==> src/rtl/pc_sequencer_pkg.sv <==
// Shared types and defaults for the program-counter sequencer.
// Holds the FSM state encoding, reset/increment defaults and the wrapping PC adder.
package pc_sequencer_pkg;

    typedef enum logic [1:0] {
        RUN  = 2'd0,
        MISS = 2'd1,
        HALT = 2'd2
    } state_t;

    localparam logic [15:0] RESET_PC_DEFAULT = 16'h0000;
    localparam logic [15:0] PC_INC_DEFAULT   = 16'd2;

    // 16-bit add that wraps modulo 2^16
    function automatic logic [15:0] pc_add(input logic [15:0] a, input logic [15:0] b);
        return a + b;
    endfunction

endpackage

==> src/rtl/pc_pending_redirect.sv <==
// Holds a branch redirect that arrived while an instruction miss was outstanding.
// clear wins over capture, so a redirect consumed on the fill edge never lingers.
module pc_pending_redirect
    import pc_sequencer_pkg::*;
(
    input  logic        clk,
    input  logic        rst,
    input  logic        capture,
    input  logic        clear,
    input  logic [15:0] capture_target,
    output logic        valid,
    output logic [15:0] target
);

    always_ff @(posedge clk or negedge rst) begin
        if (!rst) begin
            valid  <= 1'b0;
            target <= 16'h0000;
        end else if (clear) begin
            valid  <= 1'b0;
        end else if (capture) begin
            valid  <= 1'b1;
            target <= capture_target;
        end
    end

endmodule

==> src/rtl/pc_sequencer.sv <==
// Fetch-address sequencer: sequential fetch, branch redirect, miss wait and halt.
// All control outputs decode from registered state plus current inputs.
module pc_sequencer
    import pc_sequencer_pkg::*;
#(
    parameter logic [15:0] RESET_PC = RESET_PC_DEFAULT,
    parameter logic [15:0] PC_INC   = PC_INC_DEFAULT
) (
    input  logic        clk,
    input  logic        rst,
    input  logic        imem_miss,
    input  logic        imem_fill_done,
    input  logic        hazard_stall,
    input  logic        branch_taken,
    input  logic [15:0] branch_target,
    input  logic        halt_dec,
    output logic [15:0] pc,
    output logic [15:0] pc_plus_inc,
    output logic        pc_we,
    output logic        ifid_we,
    output logic        ifid_flush,
    output logic        halted
);

    state_t      state;
    state_t      next_state;
    logic [15:0] next_pc;
    logic        pend_capture;
    logic        pend_clear;
    logic        pend_valid;
    logic [15:0] pend_target;

    assign pc_plus_inc = pc_add(pc, PC_INC);
    assign halted      = (state == HALT);

    pc_pending_redirect u_pending (
        .clk            (clk),
        .rst            (rst),
        .capture        (pend_capture),
        .clear          (pend_clear),
        .capture_target (branch_target),
        .valid          (pend_valid),
        .target         (pend_target)
    );

    always_ff @(posedge clk or negedge rst) begin
        if (!rst) begin
            state <= RUN;
            pc    <= RESET_PC;
        end else begin
            state <= next_state;
            if (pc_we) begin
                pc <= next_pc;
            end
        end
    end

    always_comb begin
        next_state   = state;
        next_pc      = pc_plus_inc;
        pc_we        = 1'b0;
        ifid_we      = 1'b0;
        ifid_flush   = 1'b0;
        pend_capture = 1'b0;
        pend_clear   = 1'b0;
        if (!rst) begin
            ifid_flush = 1'b1;
        end else begin
            case (state)
                RUN: begin
                    if (hazard_stall) begin
                        // hold everything; branch/halt are re-presented by decode
                    end else if (branch_taken) begin
                        // a miss on the wrong-path fetch is simply abandoned
                        next_pc    = branch_target;
                        pc_we      = 1'b1;
                        ifid_flush = 1'b1;
                    end else if (halt_dec) begin
                        next_state = HALT;
                    end else if (imem_miss) begin
                        ifid_flush = 1'b1;
                        next_state = MISS;
                    end else begin
                        pc_we   = 1'b1;
                        ifid_we = 1'b1;
                    end
                end
                MISS: begin
                    if (imem_fill_done) begin
                        next_state = RUN;
                        pend_clear = 1'b1;
                        pc_we      = 1'b1;
                        // a branch in the fill cycle is newer than any pending one
                        if (branch_taken) begin
                            next_pc    = branch_target;
                            ifid_flush = 1'b1;
                        end else if (pend_valid) begin
                            next_pc    = pend_target;
                            ifid_flush = 1'b1;
                        end else begin
                            ifid_we = 1'b1;
                        end
                    end else begin
                        ifid_flush   = 1'b1;
                        pend_capture = branch_taken;
                    end
                end
                HALT: begin
                end
                default: begin
                    next_state = RUN;
                end
            endcase
        end
    end

endmodule

==> config.mk <==
export PLATFORM = sky130hd
export DESIGN_NAME = pc_sequencer
export DESIGN_NICKNAME = d
export VERILOG_FILES = /design/src/rtl/pc_sequencer_pkg.sv /design/src/rtl/pc_pending_redirect.sv /design/src/rtl/pc_sequencer.sv
export SDC_FILE = /design/constraint.sdc
export NUM_CORES = 1
export LEC_CHECK = 0
export CORE_MARGIN = 2
export CORE_UTILIZATION = 40
export DETAILED_ROUTE_END_ITERATION = 10
export DONT_BUFFER_PORTS = 1
export SETUP_SLACK_MARGIN = 0.3
export SLEW_MARGIN = 40
export SYNTH_ARGS = -nofsm -noshare
export SYNTH_HDL_FRONTEND = slang
export SYNTH_SLANG_ARGS = --single-unit
export TNS_END_PERCENT = 50
==> constraint.sdc <==
create_clock -name clk -period 5.29 [get_ports clk]
set_input_delay 1.058 -clock clk [delete_from_list [all_inputs] [get_ports clk]]
set_output_delay 1.058 -clock clk [all_outputs]
set_load 0.005 [all_outputs]
==> results.cfg <==
[timing]
hold_slack_ps = 445
clock_skew_ps = 12.2
min_period_ps = 3210
hold_viol = 0
rsz0062_at_grt = no
finalSetupViolations = 0
final_max_slew_viol_count = 0
max_slew_margin_pct = 50.7
finalSetupTns_ps = 0
fmax_mhz = 311
worst_pin_slew_ps = 739
min_period_over_period_pct = 60.8

[route]
wl_um = 5220
wire_per_inst_um = 18.4
vias_per_cell = 5.83
drc = 0
num_vias = 1656
antenna_left = 0
drt-initial-drc-count = 152
dr.pass1.iters = 4

[cts]
cts_hold_buf = 0
cts_resized = 0
cts_max_level = 2
clockRootBuffer = clkbuf_8
cts.sink_count = 35
cts_buffers = 5
clockBufferDepth = 2
clk_pin_slew_ps = 80
insertion_delay_ps = 300
post_cts.repair.setup_buffers = 0
cts_tree = yes

[placement]
gp_congestion = 0.765
hpwl_um = 3730
io_buffers = 0
place_area_mm2 = 0.00211

[worst_setup_path]
setup.worst_path.class = in2out
r2r-end = pc[3]
cp_max_fo = 18
rr_worst_depth = 5
crit_path_end_kind = output port
timing.rr.start = state[1]
critPathArrivalTime_ps = 2160
startpoint_type = input port
crit_required_ps = 4230
crit_start = branch_taken
crit_end = pc_we
r2r_setup_slack_ps = 3060

[floorplan]
rows = 26
start_util_pct = 41.2
io_pins = 59
coreArea_mm2 = 0.00504
fp.dieArea_mm2 = 0.00578
die_w_um = 76.0
die_h_um = 76.0

[synthesis]
synthFlopType = dfrtp_1
synth_edf_count = 0
yosys_warnings = 0
syn_nets = 240
postSynthCellCount = 216
synth_seq_cells = 35
synth_area_mm2 = 0.00208
avgSynthCellArea_um2 = 9.61
synthArstFlopShare_pct = 100
synth_cell_type_count = 46
yosysSeqAreaShare_pct = 42.2

[pwr]
power_per_cell_area_mw_per_mm2 = 442
vdd_drop_max_mv = 0.158
p_comb_share_pct = 25.3
p_int_mw = 0.615
p_seq_share_pct = 49.9
p_clk_share_pct = 24.8
switching_share_pct = 37.5
power_mw = 0.983
switching_power_mw = 0.369
p_leak_nw = 0.902

[final_layout]
antenna_cells = 0
final_cell_mix = dfrtp_1, nor2_1, nand2_1, mux2_2
mostFrequentLayoutCell = dfrtp_1
final_core_util_pct = 44.1
layout-drive-gt1-share_pct = 15.4
syn2layout_area_growth_pct = 7.23
stdcell_area_mm2 = 0.00223
fin_nets = 237

[min_path]
hold_class = in2async

[grt]
antenna_found_initial = 0
grt_pass1_vias = 1609
grt_remaining_overflow = 0
grt_max_degree = 43
grt_pass1_wl_um = 8580
grt_usage_pct = 18.7

[run_status]
status = finished, final reports clean

[flow_run]
drv_cap = 0
-- synth_stat cells (3+ instances only) --
master	n	area (um2)
o21ai_0	11	55.1
a21oi_1	6	30.0
o21ai_1	6	30.0
nor2_1	19	71.3
a22oi_1	8	60.1
buf_2	5	25.0
nand4_1	5	31.3
a221oi_1	3	26.3
nor3_1	4	20.0
dfrtp_1	35	876
clkbuf_1	3	11.3
xnor2_1	11	96.3
and3_1	4	25.0
a222oi_1	3	30.0
nor2b_1	5	31.3
nand2_1	16	60.1
inv_1	6	22.5
nand2b_1	4	25.0
nor3b_1	4	30.0
nand3_1	8	40.0
a221o_1	6	60.1
mux2_2	16	180
-- kinds of logic after synthesis --
logic type,share of synthesized area [%]
compound gates,18.9
xor+xnor,5.49
fa+ha+maj,0.603
buf+inv,4.46
flops,42.2
mux,9.16
simple gates,19.2
-- state kept, by name, summed over array words and instances (netlist names) --
| register | flops |
|---|---|
| pc | 16 |
| u_pending.target | 16 |
| state | 2 |
| u_pending.valid | 1 |
-- routing by layer --
layer	vias up	share of wire, %	GRT usage (%)
met4	0	1.1	4.36
met3	5	7.3	6.64
met2	45	46	28.4
met1	809	46	25.8
li1	797	-	-
met5	-	0	0
-- stage by stage --
stage | worst slack [ps] | cells
floorplan | 2250 | 216
global placement | 2120 | 276
detailed placement | 2070 | 276
CTS | 2070 | 284
global route | 1940 | 284
finish | 2080 | 284
-- area by class of cell --
class / instances / area, um2
repair buffers: 2 / 15.0
clock buffers: 5 / 68.8
clock inverters: 3 / 43.8
inverters: 7 / 26.3
well taps: 70 / 87.6
multi-input cells: 162 / 1110
flip-flops and latches: 35 / 876
fillers: 509 / 2820
-- worst min-delay path by stage --
stage,end,slack (ps),cells after the start
global placement,u_pending.target[8],490,1
finish,u_pending.target[14],450,0
global route,u_pending.target[14],430,0
floorplan,u_pending.target[2],480,1
detailed placement,u_pending.target[3],500,1
CTS,u_pending.target[14],440,0
-- critical path, cell delays in order --
cell	delay (ps)
or3b_1	190
a21oi_2	80
o21ai_2	630
inv_1	190
-- power groups by stage --
stage,Combinational (mW),Sequential [mW],Clock [mW]
floorplan,0.229,0.445,0
global placement,0.248,0.494,0
detailed placement,0.250,0.496,0
CTS,0.250,0.491,0.247
global route,0.277,0.511,0.260
finish,0.248,0.491,0.244
Power figures use the tool's default switching activity.
